==> src/rtl/timer_multi_pkg.sv <==
// Shared constants and types for the multi-channel down-counting timer.
package timer_multi_pkg;

    localparam logic MODE_ONESHOT  = 1'b0;
    localparam logic MODE_PERIODIC = 1'b1;

    localparam int DEF_N_CH    = 4;
    localparam int DEF_WIDTH   = 32;
    localparam int DEF_PRESC_W = 16;

    typedef enum logic {
        ST_IDLE = 1'b0,
        ST_RUN  = 1'b1
    } ch_state_e;

endpackage

==> src/rtl/timer_multi_if.sv <==
// Control/status bundle of timer_multi. The master drives the control
// vectors, the timer (slave) returns tick/running/pending/irq.
interface timer_multi_if #(
    parameter int N_CH  = 4,
    parameter int WIDTH = 32
);
    logic [N_CH-1:0]       start;
    logic [N_CH-1:0]       stop;
    logic [N_CH-1:0]       mode;
    logic [N_CH*WIDTH-1:0] period;
    logic                  pause;
    logic [N_CH-1:0]       clr_pending;
    logic [N_CH-1:0]       tick;
    logic [N_CH-1:0]       running;
    logic [N_CH-1:0]       pending;
    logic                  irq;

    modport master (
        output start, stop, mode, period, pause, clr_pending,
        input  tick, running, pending, irq
    );

    modport slave (
        input  start, stop, mode, period, pause, clr_pending,
        output tick, running, pending, irq
    );
endinterface

==> src/rtl/timer_channel.sv <==
// One timer channel: latched period/mode, down counter, expiry tick and
// sticky pending flag. step is the shared "count this cycle" qualifier
// (already folds in pause and the optional prescaler).
module timer_channel
    import timer_multi_pkg::*;
#(
    parameter int WIDTH = DEF_WIDTH
) (
    input  logic             clk,
    input  logic             rst,
    input  logic             start,
    input  logic             stop,
    input  logic             mode,
    input  logic [WIDTH-1:0] period,
    input  logic             step,
    input  logic             clr,
    output logic             tick,
    output logic             running,
    output logic             pending,
    output logic             pend_nxt
);

    ch_state_e        state;
    logic [WIDTH-1:0] cnt;
    logic [WIDTH-1:0] p_lat;
    logic             m_lat;
    logic             expire;

    // A period of 0 behaves like 1, so both reload to 0.
    function automatic logic [WIDTH-1:0] reload_of(input logic [WIDTH-1:0] p);
        return (p == '0) ? '0 : p - WIDTH'(1);
    endfunction

    // Expiry is suppressed by stop and by a restart on the same edge; a
    // new expiry wins over a simultaneous clear so no event is lost.
    always_comb begin
        expire   = (state == ST_RUN) && step && (cnt == '0) && !stop && !start;
        pend_nxt = expire | (pending & ~clr);
    end

    assign running = (state == ST_RUN);

    // Channel state machine: stop > start/restart > count/expire.
    always_ff @(posedge clk) begin
        if (rst) begin
            state   <= ST_IDLE;
            cnt     <= '0;
            p_lat   <= '0;
            m_lat   <= MODE_ONESHOT;
            tick    <= 1'b0;
            pending <= 1'b0;
        end else begin
            tick    <= expire;
            pending <= pend_nxt;
            if (stop) begin
                state <= ST_IDLE;
                cnt   <= '0;
            end else if (start) begin
                state <= ST_RUN;
                p_lat <= period;
                m_lat <= mode;
                cnt   <= reload_of(period);
            end else if (state == ST_RUN && step) begin
                if (cnt == '0) begin
                    if (m_lat == MODE_PERIODIC) begin
                        cnt <= reload_of(p_lat);
                    end else begin
                        state <= ST_IDLE;
                    end
                end else begin
                    cnt <= cnt - WIDTH'(1);
                end
            end
        end
    end

endmodule

==> src/rtl/timer_multi.sv <==
// N-channel down-counting timer with per-channel one-shot/periodic mode,
// expiry ticks, sticky pending flags and a combined irq.
// Optional build macro TIMER_MULTI_PRESCALE_EN adds a shared prescaler
// (parameter PRESC_W, input prescale) that gates counting to one cycle
// in every prescale+1.
module timer_multi
    import timer_multi_pkg::*;
#(
    parameter int N_CH  = DEF_N_CH,
    parameter int WIDTH = DEF_WIDTH
`ifdef TIMER_MULTI_PRESCALE_EN
    ,
    parameter int PRESC_W = DEF_PRESC_W
`endif
) (
    input  logic               clk,
    input  logic               rst,
`ifdef TIMER_MULTI_PRESCALE_EN
    input  logic [PRESC_W-1:0] prescale,
`endif
    timer_multi_if.slave       bus
);

    logic            presc_en;
    logic            step;
    logic            irq_q;
    logic [N_CH-1:0] tick_v;
    logic [N_CH-1:0] run_v;
    logic [N_CH-1:0] pend_v;
    logic [N_CH-1:0] pend_nxt_v;

`ifdef TIMER_MULTI_PRESCALE_EN
    logic [PRESC_W-1:0] presc_cnt;

    // >= rather than == so a prescale lowered mid-count cannot strand the
    // counter above the new terminal value.
    assign presc_en = (presc_cnt >= prescale);

    // Free-running prescaler, frozen together with the counters by pause.
    always_ff @(posedge clk) begin
        if (rst) begin
            presc_cnt <= '0;
        end else if (!bus.pause) begin
            presc_cnt <= presc_en ? '0 : presc_cnt + PRESC_W'(1);
        end
    end
`else
    assign presc_en = 1'b1;
`endif

    assign step = presc_en & ~bus.pause;

    for (genvar i = 0; i < N_CH; i++) begin : g_ch
        timer_channel #(.WIDTH(WIDTH)) u_ch (
            .clk      (clk),
            .rst      (rst),
            .start    (bus.start[i]),
            .stop     (bus.stop[i]),
            .mode     (bus.mode[i]),
            .period   (bus.period[i*WIDTH +: WIDTH]),
            .step     (step),
            .clr      (bus.clr_pending[i]),
            .tick     (tick_v[i]),
            .running  (run_v[i]),
            .pending  (pend_v[i]),
            .pend_nxt (pend_nxt_v[i])
        );
    end

    // irq is registered from next-state pending so it lines up with pending.
    always_ff @(posedge clk) begin
        if (rst) begin
            irq_q <= 1'b0;
        end else begin
            irq_q <= |pend_nxt_v;
        end
    end

    assign bus.tick    = tick_v;
    assign bus.running = run_v;
    assign bus.pending = pend_v;
    assign bus.irq     = irq_q;

endmodule

==> src/flat_wrapper.sv <==
// flat-port wrapper written by rule: the top's interface ports become plain ports
module timer_multi_flat import timer_multi_pkg::*;
#(
    parameter int N_CH  = DEF_N_CH,
    parameter int WIDTH = DEF_WIDTH

)
  (clk, rst, bus_start, bus_stop, bus_mode, bus_period, bus_pause, bus_clr_pending, bus_tick, bus_running, bus_pending, bus_irq);
  timer_multi_if #(.N_CH(N_CH), .WIDTH(WIDTH)) bus_i ();
  input  logic clk;
  input  logic rst;
  input wire logic [$bits(bus_i.start)-1:0] bus_start;
  input wire logic [$bits(bus_i.stop)-1:0] bus_stop;
  input wire logic [$bits(bus_i.mode)-1:0] bus_mode;
  input wire logic [$bits(bus_i.period)-1:0] bus_period;
  input wire logic [$bits(bus_i.pause)-1:0] bus_pause;
  input wire logic [$bits(bus_i.clr_pending)-1:0] bus_clr_pending;
  output wire logic [$bits(bus_i.tick)-1:0] bus_tick;
  output wire logic [$bits(bus_i.running)-1:0] bus_running;
  output wire logic [$bits(bus_i.pending)-1:0] bus_pending;
  output wire logic [$bits(bus_i.irq)-1:0] bus_irq;
  assign bus_i.start = bus_start;
  assign bus_i.stop = bus_stop;
  assign bus_i.mode = bus_mode;
  assign bus_i.period = bus_period;
  assign bus_i.pause = bus_pause;
  assign bus_i.clr_pending = bus_clr_pending;
  assign bus_tick = bus_i.tick;
  assign bus_running = bus_i.running;
  assign bus_pending = bus_i.pending;
  assign bus_irq = bus_i.irq;
  timer_multi #(.N_CH(N_CH), .WIDTH(WIDTH)) u_core (.clk(clk), .rst(rst), .bus(bus_i));
endmodule
==> config.mk <==
export PLATFORM = sky130hd
export DESIGN_NAME = timer_multi_flat
export DESIGN_NICKNAME = d
export VERILOG_FILES = /design/src/rtl/timer_multi_pkg.sv /design/src/rtl/timer_multi_if.sv /design/src/rtl/timer_channel.sv /design/src/rtl/timer_multi.sv /design/src/flat_wrapper.sv
export SDC_FILE = /design/constraint.sdc
export NUM_CORES = 1
export LEC_CHECK = 0
export BUFFER_PORTS_ARGS = -buffer_cell sky130_fd_sc_hd__buf_2
export CORE_MARGIN = 5
export CORE_UTILIZATION = 60
export DETAILED_ROUTE_END_ITERATION = 10
export PLACE_DENSITY = 0.8
export SETUP_SLACK_MARGIN = 0.3
export SLEW_MARGIN = 20
export SYNTH_ARGS = -nofsm -noshare
export SYNTH_HDL_FRONTEND = slang
export SYNTH_SLANG_ARGS = --single-unit
==> constraint.sdc <==
create_clock -name clk -period 4.3 [get_ports clk]
set_input_delay 0.645 -clock clk [delete_from_list [all_inputs] [get_ports clk]]
set_output_delay 0.645 -clock clk [all_outputs]
set_load 0.02 [all_outputs]
==> results of run 1 <==
-- cell type report --
type,instances,area [um^2]
Multi-Input combinational cell,2124,12700
Inverter,39,146
Clock inverter,13,171
Clock buffer,49,1060
Timing Repair Buffer,211,1190
Antenna cell,5,12.5
Tap cell,402,503
Sequential cell,273,5470
Fill cell,2730,10200
-- power by group --
part	leakage, nW	total (mW)	internal, mW	switching, mW
Clock	0.613	3.14	1.96	1.18
Combinational	5.35	2.21	0.855	1.35
Sequential	2.23	2.82	2.65	0.166
Total	8.20	8.17	5.47	2.70
-- cells by family after synthesis --
logic type,count (synthesis)
multiplexers,7
AND/OR/NAND/NOR,1112
buffers and inverters,201
XOR/XNOR,307
flip-flops,273
AO/OA/AOI/OAI,678
adder cells (fa/ha/maj),20
-- metrics by stage --
stage,power [mW],setup WS (ps),cell area (um^2)
3_3_place_gp,4.95,717,20000
6_report,8.17,848,21200
2_1_floorplan,4.35,982,18900
3_5_place_dp,4.99,643,20000
5_1_grt,8.53,779,21200
4_1_cts,8.13,943,21200
-- state kept, by name (all words and copies together), names as in the netlist --
name,flops
u_core.g_ch.u_ch.m_lat,4
u_core.bus.irq,1
u_core.g_ch.u_ch.cnt,128
u_core.g_ch.u_ch.pending,4
u_core.g_ch.u_ch.p_lat,128
u_core.g_ch.u_ch.running,4
u_core.g_ch.u_ch.tick,4
-- layout by cell type, fill, tap and decap left out, drive strengths merged, types with 38 or more instances in the layout --
master | synthesis | routed
a21oi | 271 | 271
a22oi | 52 | 52
buf | 37 | 211
clkbuf | 125 | 49
dfxtp | 273 | 273
inv | 37 | 38
nand2 | 384 | 384
nand3 | 46 | 46
nor2 | 201 | 201
nor3 | 129 | 129
nor4 | 114 | 114
o21ai | 143 | 143
o22ai | 58 | 58
or3 | 50 | 50
or4 | 57 | 57
xnor2 | 144 | 144
xor2 | 163 | 163
-- worst min-delay path by stage --
stage                                                     startpoint                                    endpoint  slack [ps]  depth (start not counted)
after detailed placement  u_core.g_ch[0].u_ch.p_lat[17]$_SDFFE_PP0P_  u_core.g_ch[0].u_ch.p_lat[17]$_SDFFE_PP0P_         470                          2
after CTS                                                bus_mode[2]      u_core.g_ch[2].u_ch.m_lat$_SDFFE_PP0P_         370                          3
final                                                    bus_mode[1]      u_core.g_ch[1].u_ch.m_lat$_SDFFE_PP0P_         380                          3
after global placement    u_core.g_ch[0].u_ch.p_lat[17]$_SDFFE_PP0P_  u_core.g_ch[0].u_ch.p_lat[17]$_SDFFE_PP0P_         460                          2
after global routing                                     bus_mode[1]      u_core.g_ch[1].u_ch.m_lat$_SDFFE_PP0P_         400                          3
after floorplan            u_core.g_ch[1].u_ch.p_lat[8]$_SDFFE_PP0P_   u_core.g_ch[1].u_ch.p_lat[8]$_SDFFE_PP0P_         440                          2
-- worst reg2reg max path, delay by kind of cell (launching register included) --
kind            cells  cell delay (ps)
buf+inv             1              300
compound gates      3              420
simple gates        4             2280
flops               1              380
-- cells in the mapped netlist, drive strengths merged, types with 6 or more instances --
cell     instances
nand2          384
dfxtp          273
a21oi          271
nor2           201
xor2           163
xnor2          144
o21ai          143
nor3           129
clkbuf         125
nor4           114
o22ai           58
or4             57
a22oi           52
or3             50
nand3           46
buf             37
inv             37
a221oi          25
nand4           21
ha              20
o31ai           17
nand2b          15
or2             15
a2bb2oi         14
nor3b           13
a31oi           12
o21a            11
and3            10
nor4b           10
a211oi           9
and2             8
o41ai            8
nand4b           7
nor2b            7
a32oi            6
mux2i            6
o211ai           6
-- routing by layer --
metal / up-vias / global-route usage
met2: 1276 / 0.528
met5: - / 0
met4: 2 / 0.131
met3: 205 / 0.0646
li1: 9618 / -
met1: 9663 / 0.461
==> impl_metrics.py, run 1 <==
metrics = {
    "layout": {
        "final_cells": 3116,
        "final_nets": 2851,
        "fin_util": 0.677,
        "area_delta_synth_final_pct": 12.2,
        "drive_above_1_share": 0.118,
    },
    "critical_path": {
        "cp.depth": 8,
        "reg2regPathDepth": 8,
        "critPathLaunchType": "flip-flop",
        "r2r_setup_slack_ps": 850,
        "timing.critical_path.buf_inv": 1,
        "r2r_end": "u_core.g_ch[1].u_ch.cnt[1]$_SDFFE_PP0P_",
        "crit_type": "reg2reg",
        "critical_path_arrival_ps": 3900,
        "crit_chain": "or4_4 > or4_1 > or4_1 > nor2_2 > buf_4 > a21oi_1 > o22a_1 > a21oi_1",
        "rr_startpoint": "u_core.g_ch[1].u_ch.cnt[24]$_SDFFE_PP0P_",
        "critPathSlowestCell": "or4_1",
        "required_ps": 4740,
        "endpoint": "u_core.g_ch[1].u_ch.cnt[1]$_SDFFE_PP0P_",
        "endpoint_kind": "flip-flop",
        "startpoint": "u_core.g_ch[1].u_ch.cnt[24]$_SDFFE_PP0P_",
        "worstPathMaxFanout": 12,
        "worst_path_dominant_cell_family": "simple AND/OR/NAND/NOR gates",
        "cpPeakStageDelay_ps": 700,
    },
    "clock_network": {
        "hold_buffers": 0,
        "post-cts-setup-buffers": 0,
        "cts_num_sinks": 273,
        "cts_tree": "yes",
        "clk_pin_slew_ps": 60,
        "clk_path_buf_depth": 3,
        "cts-root-buf": "clkbuf_16",
        "cts_inserted_buffers": 35,
        "h-tree-depth": 2,
        "post_cts_resized": 0,
        "clk_latency_ps": 520,
    },
    "global_route": {
        "grt_pass1_wl_um": 99900,
        "grt_usage": 0.337,
        "first_global_vias": 19300,
        "grt_start_max_net_pins": 55,
        "gr-total-overflow": 0,
        "antenna_found_initial": 6,
    },
    "synthesis": {
        "synth_xor_area_frac": 0.142,
        "synth_area_um2": 18900,
        "seq_area_frac_synth": 0.289,
        "synth_top_family_by_area": "simple AND/OR/NAND/NOR gates",
        "synth.mux.area_fraction": 0.00377,
        "synth_edf_count": 0,
        "synthTopCellsByArea": "dfxtp_1, nand2_1, xor2_1",
        "ys_async_sr_fraction": 0,
        "yosysTopAreaCellShare": 0.289,
        "synth-seq-cells": 273,
        "synth.distinct_cells": 75,
        "postSynthAreaPerCell_um2": 7.29,
        "synthSimpleGateAreaFrac": 0.291,
        "synthFlopType": "dfxtp_1",
        "syn-num-nets": 2765,
        "yosysWarnings": 0,
        "synth_area_leader_cell": "dfxtp_1",
        "netlist_instances": 2598,
        "yosys.area_share.adder": 0.0132,
        "synth_compound_area_frac": 0.218,
    },
    "routing": {
        "first_pass_iters": 6,
        "drt_iter0_drc": 2265,
        "vias": 20800,
        "met3WireLength_um": 6810,
        "antenna_left": 0,
        "wl_um": 63000,
        "drc": 0,
        "wl_met1_um": 25700,
        "routed.top_layer": "met5",
        "wl_met2_um": 28200,
        "avgRoutedWirePerCell_um": 20.2,
        "viasPerCell": 6.66,
    },
    "floorplanning": {
        "num_rows": 65,
        "core_um2": 31400,
        "io_pins": 160,
        "die_w_um": 188,
        "dieArea_um2": 35200,
        "start_util": 0.603,
        "die_h_um": 188,
    },
    "pwr": {
        "ir_worst_vdd_uv": 333,
        "power.density_nw_per_um2": 385,
        "p_leak_nw": 8.20,
    },
    "timing": {
        "timing.fmax_ghz": 0.290,
        "clock_skew_ps": 13.9,
        "relSlewSlack": 0.296,
        "timing.final.hold_violations": 0,
        "rsz0062_at_grt": "false",
        "slew_viol_final": 0,
        "setup_viol": 0,
        "hold-worst-slack_ps": 376,
        "fin_tns_setup_ps": 0,
        "period_needed_ps": 3450,
        "fin_crit_sh": 0.803,
        "worst_slew_pin_slew_ps": 1060,
    },
    "place": {
        "dp_cells": 3049,
        "dp_hpwl_um": 45100,
        "gp_congestion": 0.985,
        "placement.io_buffers": 159,
    },
    "worst_hold_path": {
        "hold_path_class": "in2reg",
    },
    "run": {
        "cap_violations": 0,
    },
    "run_status": {
        "status": "finished clean",
    },
}
(Power assumes the default switching activity.)
==> run 2: changes to the inputs <==
==> constraint.sdc (replaced) <==
create_clock -name clk -period 3.4 [get_ports clk]
set_input_delay 0.51 -clock clk [delete_from_list [all_inputs] [get_ports clk]]
set_output_delay 0.51 -clock clk [all_outputs]
set_load 0.02 [all_outputs]
==> run 2 against run 1 <==
  * Clock skew shrank 1.5 ps
  * Setup slack lost 420 ps
  * Count of clock-buffer cells in the layout shrank 6
  * Clock power is essentially flat
  * Flip-flop and latch count is the same
  * Critical path type unchanged
==> impl_metrics.py, run 2 (synthesized netlist as in run 1, its figures left out) <==
metrics = {
    "floorplanning": {
        "die_w_um": 188,
        "die_h_um": 188,
        "io_pins": 160,
        "dieArea_um2": 35200,
        "core_um2": 31400,
        "num_rows": 65,
        "start_util": 0.603,
    },
    "critical_path": {
        "r2r_end": "u_core.g_ch[0].u_ch.cnt[24]$_SDFFE_PP0P_",
        "cpPeakStageDelay_ps": 600,
        "crit_path_frequent_cell": "or4_1",
        "required_ps": 3840,
        "worstPathMaxFanout": 9,
        "crit_chain": "or4_1 > or3_1 > or4_1 > buf_4 > inv_1 > nor2_2 > a211oi_1 > o22ai_1",
        "endpoint_kind": "flip-flop",
        "critPathSlowestCell": "or4_1",
        "r2r_setup_slack_ps": 420,
        "rr_startpoint": "u_core.g_ch[0].u_ch.p_lat[18]$_SDFFE_PP0P_",
        "crit_type": "reg2reg",
        "critPathLaunchType": "flip-flop",
        "critical_path_arrival_ps": 3420,
        "reg2regPathDepth": 8,
    },
    "worst_hold_path": {
        "hold_path_class": "in2reg",
        "min_delay_path_depth": 3,
        "min_to": "u_core.g_ch[1].u_ch.m_lat$_SDFFE_PP0P_",
        "hp-start": "bus_mode[1]",
    },
    "clock_network": {
        "clk_path_buf_depth": 3,
        "cts_inserted_buffers": 31,
        "h-tree-depth": 1,
        "post-cts-setup-buffers": 0,
        "cts_tree": "yes",
        "clk_latency_ps": 570,
        "clk_pin_slew_ps": 60,
        "cts_num_sinks": 273,
        "hold_buffers": 0,
        "cts-root-buf": "clkbuf_16",
    },
    "routing": {
        "drc": 0,
        "avgRoutedWirePerCell_um": 20.0,
        "antenna_left": 0,
        "vias": 20800,
        "first_pass_iters": 6,
        "wl_um": 62800,
        "viasPerCell": 6.61,
        "drt_iter0_drc": 2414,
    },
    "place": {
        "placement.io_buffers": 159,
        "gp_congestion": 1.02,
        "place_ws_ps": 139,
        "place_area_um2": 20300,
        "dp_cells": 3090,
        "dp_hpwl_um": 46000,
    },
    "global_route": {
        "first_global_vias": 19200,
        "antenna_found_initial": 4,
        "grt_usage": 0.335,
        "grt_pass1_wl_um": 100000,
        "gr-total-overflow": 0,
        "grt_start_max_net_pins": 52,
    },
    "timing": {
        "worst_slew_pin_slew_ps": 1080,
        "fin_tns_setup_ps": 0,
        "rsz0062_at_grt": "true",
        "worst_slack_ps": 423,
        "timing.fmax_ghz": 0.336,
        "fin_crit_sh": 0.875,
        "clock_skew_ps": 12.5,
        "period_needed_ps": 2980,
        "timing.final.hold_violations": 0,
        "setup_viol": 0,
        "slew_viol_final": 0,
        "relSlewSlack": 0.274,
    },
    "layout": {
        "final_cells": 3142,
        "final_common_cell": "nand2_1",
        "drive_above_1_share": 0.129,
        "fillers": 2710,
        "area_delta_synth_final_pct": 12.7,
        "reg_top3": "u_core.g_ch.u_ch.cnt (128), u_core.g_ch.u_ch.p_lat (128)",
        "final_area_um2": 21300,
        "final_nets": 2888,
        "layout_common_cells": "nand2_1, dfxtp_1, a21oi_1, nor2_1, xor2_1",
    },
    "run_status": {
        "status": "finished clean",
    },
    "pwr": {
        "ir_worst_vdd_uv": 475,
        "power.density_nw_per_um2": 450,
        "p_leak_nw": 8.26,
        "finalPower_mw": 9.61,
    },
    "run": {
        "cap_violations": 0,
    },
}
==> run 2: what timing repair did <==
| action | 4_1_cts | 5_1_grt |
|---|---|---|
| setup endpoints to repair | 1 | 42 |
| gates cloned | 0 | 0 |
| gates resized for setup | 2 | 13 |
| pin swaps | 0 | 1 |
==> run 2: power by group <==
part | switching, mW | internal (mW)
Combinational | 1.74 | 1.15
Clock | 1.35 | 1.81
Sequential | 0.209 | 3.35
==> run 2: worst max-delay path: cells and delay by family (launching register included) <==
kind            cells  cell delay (ps)
compound gates      2              390
buf+inv             2              330
flops               1              360
simple gates        4             1770
==> run 2: per-layer routing <==
metal	up-vias	global-route usage	wire length [um]
met5	-	0	20
met4	2	0.124	2400
met3	192	0.0646	7180
met2	1366	0.526	27700
met1	9559	0.460	25500
li1	9661	-	-
==> run 2: layout make-up <==
type                            count  area (um^2)  share of cell area
Sequential cell                   273         5470               0.256
Clock buffer                       43          861              0.0404
Clock inverter                      6         55.1             0.00258
Antenna cell                        3         7.51            0.000352
Timing Repair Buffer              252         1530              0.0715
Tap cell                          402          503              0.0236
Inverter                           39          146             0.00686
Multi-Input combinational cell   2124        12800               0.599
==> run 2: how the worst max path moves through the flow <==
stage / startpoint / end / depth (start not counted)
6_report: u_core.g_ch[0].u_ch.p_lat[18]$_SDFFE_PP0P_ / u_core.g_ch[0].u_ch.cnt[24]$_SDFFE_PP0P_ / 8
4_1_cts: u_core.g_ch[2].u_ch.p_lat[17]$_SDFFE_PP0P_ / u_core.g_ch[2].u_ch.cnt[17]$_SDFFE_PP0P_ / 8
5_1_grt: u_core.g_ch[2].u_ch.p_lat[17]$_SDFFE_PP0P_ / u_core.g_ch[2].u_ch.cnt[16]$_SDFFE_PP0P_ / 8
2_1_floorplan: bus_period[104] / u_core.g_ch[3].u_ch.cnt[29]$_SDFFE_PP0P_ / 9
3_3_place_gp: bus_period[52] / u_core.g_ch[1].u_ch.cnt[0]$_SDFFE_PP0P_ / 8
3_5_place_dp: bus_period[52] / u_core.g_ch[1].u_ch.cnt[0]$_SDFFE_PP0P_ / 8
==> run 2: per-stage QoR <==
step	hold slack (ps)	util
3_5_place_dp	462	0.647
6_report	187	0.679
3_3_place_gp	458	0.647
4_1_cts	168	0.677
5_1_grt	187	0.679
2_1_floorplan	444	-
